--- src/rtl/rx_iq_pkg.sv ---
// rtl/rx_iq_pkg.sv - shared types, channel codes and the gain/round/saturate helper for rx_iq_pack
package rx_iq_pkg;

    typedef enum logic {
        WAIT_I = 1'b0,
        WAIT_Q = 1'b1
    } iq_state_t;

    localparam logic CH_I = 1'b0;
    localparam logic CH_Q = 1'b1;

    // Wide enough for IN_W+16 bits at the default IN_W, so shifting never wraps before saturation.
    localparam int ACC_W = 64;

    typedef struct packed {
        logic             sat;
        logic [ACC_W-1:0] val;
    } scale_res_t;

    function automatic scale_res_t scale_sat(
        input logic signed [ACC_W-1:0] x,
        input int                      sh,
        input int                      in_w,
        input int                      out_w
    );
        logic signed [ACC_W-1:0] v;
        logic signed [ACC_W-1:0] hi;
        logic signed [ACC_W-1:0] lo;
        scale_res_t              r;
        hi = (ACC_W'(1) << (out_w - 1)) - ACC_W'(1);
        lo = -(ACC_W'(1) << (out_w - 1));
        v = (x <<< sh) + (ACC_W'(1) << (in_w - out_w - 1));
        v = v >>> (in_w - out_w);
        r.sat = (v > hi) || (v < lo);
        r.val = (v > hi) ? hi : ((v < lo) ? lo : v);
        return r;
    endfunction

endpackage

--- src/rtl/rx_iq_fifo.sv ---
// rtl/rx_iq_fifo.sv - synchronous first-word-fall-through FIFO for scaled I/Q pairs
module rx_iq_fifo #(
    parameter int WIDTH = 48,
    parameter int DEPTH = 8
) (
    input  logic                       clk,
    input  logic                       reset_n,
    input  logic                       push,
    input  logic [WIDTH-1:0]           wdata,
    input  logic                       pop,
    output logic [WIDTH-1:0]           rdata,
    output logic                       full,
    output logic                       empty,
    output logic [$clog2(DEPTH):0]     count
);
    localparam int AW = $clog2(DEPTH);

    logic [WIDTH-1:0] mem [DEPTH];
    logic [AW-1:0]    wr_ptr;
    logic [AW-1:0]    rd_ptr;
    logic             do_push;
    logic             do_pop;

    assign empty   = (count == '0);
    assign full    = (count == (AW+1)'(DEPTH));
    assign do_pop  = pop && !empty;
    assign do_push = push && (!full || do_pop);
    assign rdata   = empty ? '0 : mem[rd_ptr];

    always_ff @(posedge clk or negedge reset_n) begin
        if (!reset_n) begin
            wr_ptr <= '0;
            rd_ptr <= '0;
            count  <= '0;
        end else begin
            if (do_push) wr_ptr <= wr_ptr + AW'(1);
            if (do_pop)  rd_ptr <= rd_ptr + AW'(1);
            case ({do_push, do_pop})
                2'b10:   count <= count + (AW+1)'(1);
                2'b01:   count <= count - (AW+1)'(1);
                default: count <= count;
            endcase
        end
    end

    always_ff @(posedge clk) begin
        if (do_push) mem[wr_ptr] <= wdata;
    end

    a_no_push_when_full: assert property (@(posedge clk) disable iff (!reset_n) !(push && full && !pop));

endmodule

--- src/rtl/rx_iq_pack.sv ---
// rtl/rx_iq_pack.sv - re-pairs interleaved CIC I/Q beats, scales/saturates them and queues pairs; RX_IQ_PACK_IQSWAP_EN adds iq_swap
module rx_iq_pack
    import rx_iq_pkg::*;
#(
    parameter int IN_W       = 32,
    parameter int OUT_W      = 24,
    parameter int SH_W       = 4,
    parameter int FIFO_DEPTH = 8
) (
    input  logic              clk,
    input  logic              reset_n,
    input  logic [IN_W-1:0]   in_data,
    input  logic              in_channel,
    input  logic              in_startofpacket,
    input  logic              in_endofpacket,
    input  logic [1:0]        in_error,
    input  logic              in_valid,
    output logic              in_ready,
    input  logic [SH_W-1:0]   gain_sh,
`ifdef RX_IQ_PACK_IQSWAP_EN
    input  logic              iq_swap,
`endif
    output logic [OUT_W-1:0]  out_i,
    output logic [OUT_W-1:0]  out_q,
    output logic              out_valid,
    input  logic              out_ready,
    output logic              ovf_flag,
    input  logic              ovf_clr,
    output logic [7:0]        sync_err_cnt
);
    localparam int CNT_W = $clog2(FIFO_DEPTH) + 1;

    iq_state_t          state;
    logic [IN_W-1:0]    hold_i;
    logic               accept;
    logic               beat_bad;
    logic               pair_fire;
    logic               err_event;
    scale_res_t         res_i;
    scale_res_t         res_q;
    logic               s1_valid;
    logic [OUT_W-1:0]   s1_i;
    logic [OUT_W-1:0]   s1_q;
    logic               fifo_full;
    logic               fifo_empty;
    logic [CNT_W-1:0]   fifo_count;
    logic [2*OUT_W-1:0] fifo_rdata;

    assign accept    = in_valid && in_ready;
    assign beat_bad  = (in_error != 2'b00);
    assign pair_fire = accept && !beat_bad && (state == WAIT_Q) && (in_channel == CH_Q);
    assign err_event = accept && (beat_bad ||
                                  ((state == WAIT_I) && (in_channel == CH_Q)) ||
                                  ((state == WAIT_Q) && (in_channel == CH_I)));

    // Gain is taken from the Q beat's cycle, so mid-pair changes only affect the next pair.
    assign res_i = scale_sat(ACC_W'(signed'(hold_i)),  int'(gain_sh), IN_W, OUT_W);
    assign res_q = scale_sat(ACC_W'(signed'(in_data)), int'(gain_sh), IN_W, OUT_W);

    always_ff @(posedge clk or negedge reset_n) begin
        if (!reset_n) begin
            state        <= WAIT_I;
            hold_i       <= '0;
            sync_err_cnt <= '0;
        end else begin
            if (err_event && (sync_err_cnt != 8'hFF)) sync_err_cnt <= sync_err_cnt + 8'd1;
            if (accept) begin
                if (beat_bad) begin
                    state <= WAIT_I;
                end else begin
                    case (state)
                        WAIT_I: begin
                            if (in_channel == CH_I) begin
                                hold_i <= in_data;
                                state  <= WAIT_Q;
                            end
                        end
                        WAIT_Q: begin
                            if (in_channel == CH_Q) state <= WAIT_I;
                            else hold_i <= in_data;
                        end
                        default: state <= WAIT_I;
                    endcase
                end
            end
        end
    end

    always_ff @(posedge clk or negedge reset_n) begin
        if (!reset_n) begin
            s1_valid <= 1'b0;
            s1_i     <= '0;
            s1_q     <= '0;
            ovf_flag <= 1'b0;
            in_ready <= 1'b0;
        end else begin
            s1_valid <= pair_fire;
            if (pair_fire) begin
`ifdef RX_IQ_PACK_IQSWAP_EN
                s1_i <= iq_swap ? res_q.val[OUT_W-1:0] : res_i.val[OUT_W-1:0];
                s1_q <= iq_swap ? res_i.val[OUT_W-1:0] : res_q.val[OUT_W-1:0];
`else
                s1_i <= res_i.val[OUT_W-1:0];
                s1_q <= res_q.val[OUT_W-1:0];
`endif
            end
            if (pair_fire && (res_i.sat || res_q.sat)) ovf_flag <= 1'b1;
            else if (ovf_clr)                          ovf_flag <= 1'b0;
            // Two slots of headroom cover the pair already in flight when ready is seen low.
            in_ready <= (int'(fifo_count) + int'(s1_valid)) <= (FIFO_DEPTH - 2);
        end
    end

    rx_iq_fifo #(
        .WIDTH (2*OUT_W),
        .DEPTH (FIFO_DEPTH)
    ) u_fifo (
        .clk     (clk),
        .reset_n (reset_n),
        .push    (s1_valid),
        .wdata   ({s1_i, s1_q}),
        .pop     (out_valid && out_ready),
        .rdata   (fifo_rdata),
        .full    (fifo_full),
        .empty   (fifo_empty),
        .count   (fifo_count)
    );

    assign out_valid = !fifo_empty;
    assign out_i     = fifo_rdata[2*OUT_W-1:OUT_W];
    assign out_q     = fifo_rdata[OUT_W-1:0];

    wire unused_ok = &{1'b0, in_startofpacket, in_endofpacket, fifo_full,
                       res_i.val[ACC_W-1:OUT_W], res_q.val[ACC_W-1:OUT_W]};

endmodule

--- config.mk ---
export PLATFORM = sky130hd
export DESIGN_NAME = rx_iq_pack
export DESIGN_NICKNAME = d
export VERILOG_FILES = /design/src/rtl/rx_iq_pkg.sv /design/src/rtl/rx_iq_fifo.sv /design/src/rtl/rx_iq_pack.sv
export SDC_FILE = /design/constraint.sdc
export NUM_CORES = 1
export LEC_CHECK = 0
export CORE_MARGIN = 10
export CORE_UTILIZATION = 55
export DETAILED_ROUTE_END_ITERATION = 8
export HOLD_SLACK_MARGIN = 0.06
export PLACE_DENSITY = 0.73
export SYNTH_ARGS = -nofsm -noshare
export SYNTH_HDL_FRONTEND = slang
export SYNTH_SLANG_ARGS = --single-unit
--- constraint.sdc ---
create_clock -name clk -period 5.3 [get_ports clk]
set_input_delay 1.06 -clock clk [delete_from_list [all_inputs] [get_ports clk]]
set_output_delay 1.06 -clock clk [all_outputs]
set_load 0.01 [all_outputs]
==> impl_metrics.env <==
export IMPL_critPathLaunchType="input pin"
export IMPL_period_needed_ns=4.673
export IMPL_clock_sinks=486
export IMPL_die_width_um=235.9
export IMPL_path_buf_inv=4
export IMPL_final_hold_viol_count=0
export IMPL_fin_skew_ns=0.01652
export IMPL_synth_edff_count=384
export IMPL_critPathKind="input pin to register"
export IMPL_path_max_fanout=23
export IMPL_ys_seq_area_frac=0.5493
export IMPL_antenna_found_initial=0
export IMPL_worstSkewPairLatency_ns=0.59
export IMPL_die_area_mm2=0.05565
export IMPL_cts_tree="built"
export IMPL_pin_count=105
export IMPL_wirelength_um=63940
export IMPL_synthFlopType="edfxtp_1"
export IMPL_synth_area_leaders="edfxtp_1 45%, mux4_2 14%, dfrtp_1 10%"
export IMPL_synthesis_nets=1814
export IMPL_max_clock_freq_ghz=0.2140
export IMPL_setup_viol=0
export IMPL_maxCapViolations=0
export IMPL_fill_cells=3350
export IMPL_clk_pin_slew_ns=0.06
export IMPL_timing_setup_tns_ns=0
export IMPL_netlist_area_mm2=0.02564
export IMPL_drcViolationCount=0
export IMPL_critical_path_required_ns=5.81
export IMPL_grt_usage=0.2251
export IMPL_place_congestion=0.9332
export IMPL_cp_arrival_ns=5.18
export IMPL_ys_seq_elements=486
export IMPL_final_layout_size_suffix_gt1_frac=0.2606
export IMPL_leakage_nw=10.56
export IMPL_layout_commonest_cell="edfxtp_1"
export IMPL_dr_pass1_iters=5
export IMPL_dp_hpwl_um=42110
export IMPL_max_slew_margin=0.4184
export IMPL_synth_top_cell_area_share=0.4498
export IMPL_slew_violations=0
export IMPL_status="completed"
export IMPL_cpMostUsedCell="buf_4"
export IMPL_critPathSlowestCell="clkdlybuf4s50_1"
export IMPL_die_height_um=235.9
export IMPL_port_buffer_count=102
export IMPL_grt_max_degree=70
export IMPL_grt_pass1_wl_um=99260
export IMPL_p_per_area_mw_per_mm2=462.4
export IMPL_initial_core_util=0.5530
export IMPL_whs_ns=0.5048
export IMPL_rsz0062_at_grt="false"
export IMPL_avgSynthCellArea_um2=14.58
export IMPL_syn_inst=1758
export IMPL_root_buffer="clkbuf_16"
export IMPL_drt_iter0_markers=1499
export IMPL_final_nets=1979
export IMPL_async_flop_share=0.2099
export IMPL_period_share=0.8818
export IMPL_diodes=0
export IMPL_htreeDepth=2
export IMPL_post_cts_buffers=0
export IMPL_max_stage_delay_ns=0.69
export IMPL_detailed_place_area_mm2=0.02788
export IMPL_hold_class="register to register"
export IMPL_routedWlPerCell_um=24.90
export IMPL_synth_distinct_cells=99
export IMPL_std_cell_rows=79
export IMPL_crit_family="buffers and inverters"
export IMPL_yosys_area_top_type="edfxtp_1"
export IMPL_path_cells="clkdlybuf4s50_1 > mux2_2 > mux4_1 > or3b_2 > a222oi_1 > buf_4 > nand4_2 > buf_4 > nor4_1 > xor2_1 > nor3_1 > and3_1 > o21a_4 > buf_12 > a21oi_2"
export IMPL_cp_end_kind="register"
export IMPL_area_growth_pct=14.66
export IMPL_vias=16380
export IMPL_cts_buffer_depth=3
export IMPL_ys_warn_count=0
export IMPL_mostFrequentLayoutCells="384 x edfxtp_1, 154 x mux4_2, 127 x nand2_1, 124 x mux2i_1, 117 x nor2_1"
export IMPL_core_mm2=0.04636
export IMPL_grt_ovfl_total=0
export IMPL_path_depth=15
export IMPL_worst_slew_pin_slew_ns=0.8724
export IMPL_finish_utilization=0.6341
export IMPL_hold_buffers=0
export IMPL_grt_pass1_vias=16390
export IMPL_r2r_cells=13
export IMPL_cts_inserted_buffers=47
export IMPL_vias_per_cell=6.377
export IMPL_antenna_left=0
export IMPL_ir_worst_vdd_v=0.0003040
export IMPL_cts_resized=0
export IMPL_min_path_cells=1
export IMPL_postLayoutCellArea_mm2=0.02940
[power by group]
part	switching (mW)	internal (mW)
Sequential	0.861	4.76
Combinational	2.20	2.52
Clock	1.45	1.80
Total	4.51	9.08
[path summary, 6_finish.rpt]
path                       slack [ns]                          end                         from
max in group asynchronous        3.63          s1_q[0]$_DFFE_PN0P_                      reset_n
min reg2reg                      0.50  sync_err_cnt[7]$_DFFE_PN0P_  sync_err_cnt[7]$_DFFE_PN0P_
max                              0.63          s1_q[3]$_DFFE_PN0P_                   in_data[3]
min                              0.50  sync_err_cnt[7]$_DFFE_PN0P_  sync_err_cnt[7]$_DFFE_PN0P_
min in group asynchronous        0.59        hold_i[5]$_DFFE_PN0P_                      reset_n
max reg2reg                      1.00          s1_i[1]$_DFFE_PN0P_        hold_i[5]$_DFFE_PN0P_
[logic make-up (layout without fill, tap and decap cells)]
group | count (synthesis) | in the layout | share of synthesized area
AND/OR/NAND/NOR | 446 | 446 | 0.08672
AO/OA/AOI/OAI | 238 | 238 | 0.07037
flip-flops | 486 | 486 | 0.5493
adder cells (fa/ha/maj) | 10 | 10 | 0.005173
buffers and inverters | 134 | 337 | 0.03231
XOR/XNOR | 71 | 71 | 0.02425
multiplexers | 373 | 373 | 0.2319
[cell type report]
class / count / area, µm² / area share
repair buffers: 229 / 2148 / 0.07308
clock buffers: 57 / 1287 / 0.04380
multi-input cells: 1138 / 10800 / 0.3674
inverters: 21 / 78.83 / 0.002681
clock inverters: 30 / 230.2 / 0.007831
well taps: 607 / 759.5 / 0.02584
flip-flops and latches: 486 / 14090 / 0.4794
[per-stage QoR]
stage | setup slack [ns] | std cells | total power, mW
final | 0.6266 | 2568 | 13.59
after global routing | 0.4737 | 2568 | 14.22
after CTS | 0.7032 | 2568 | 13.66
after floorplan | 0.006759 | 1758 | 8.444
after global placement | 0.1423 | 2481 | 10.28
after detailed placement | 0.09713 | 2481 | 10.39
[layer usage]
layer / wire length [µm] / global-route usage
met1: 27460 / 0.3096
met2: 31180 / 0.3669
met3: 3527 / 0.02975
met4: 1773 / 0.07051
met5: 0 / 0
[registers in the layout, summed over array words and instances (netlist names)]
register and flops:
in_ready 1, s1_valid 1, u_fifo.mem 384, s1_i 24, ovf_flag 1, s1_q 24, u_fifo.wr_ptr 3, u_fifo.count 4
hold_i 32, u_fifo.rd_ptr 3, state 1, sync_err_cnt 8
[Yosys cell counts, drive strengths merged (10+ instances only)]
master,instances
xor2,26
and2,17
dfrtp,102
buf,67
mux4,165
nor4,11
o21ai,44
nand2,135
inv,19
nand2b,12
a21oi,56
xnor2,45
nor3,20
clkbuf,46
nand3,39
and3,10
mux2,84
nor2,126
mux2i,124
edfxtp,384
a221o,22
nand4,13
[worst register-to-register path, cell delays in order (launching register included)]
cell      delay [ns]
dfrtp_1         0.49
mux2i_1         0.19
mux4_2          0.55
o22ai_1         0.22
ha_1            0.25
nand3_2         0.09
or4_4           0.58
nor4b_1         0.48
mux2i_1         0.18
a2111o_1        0.44
nor4_4          0.18
nor3_2          0.08
buf_12          0.17
a221o_1         0.28
(Power assumes the default switching activity.)
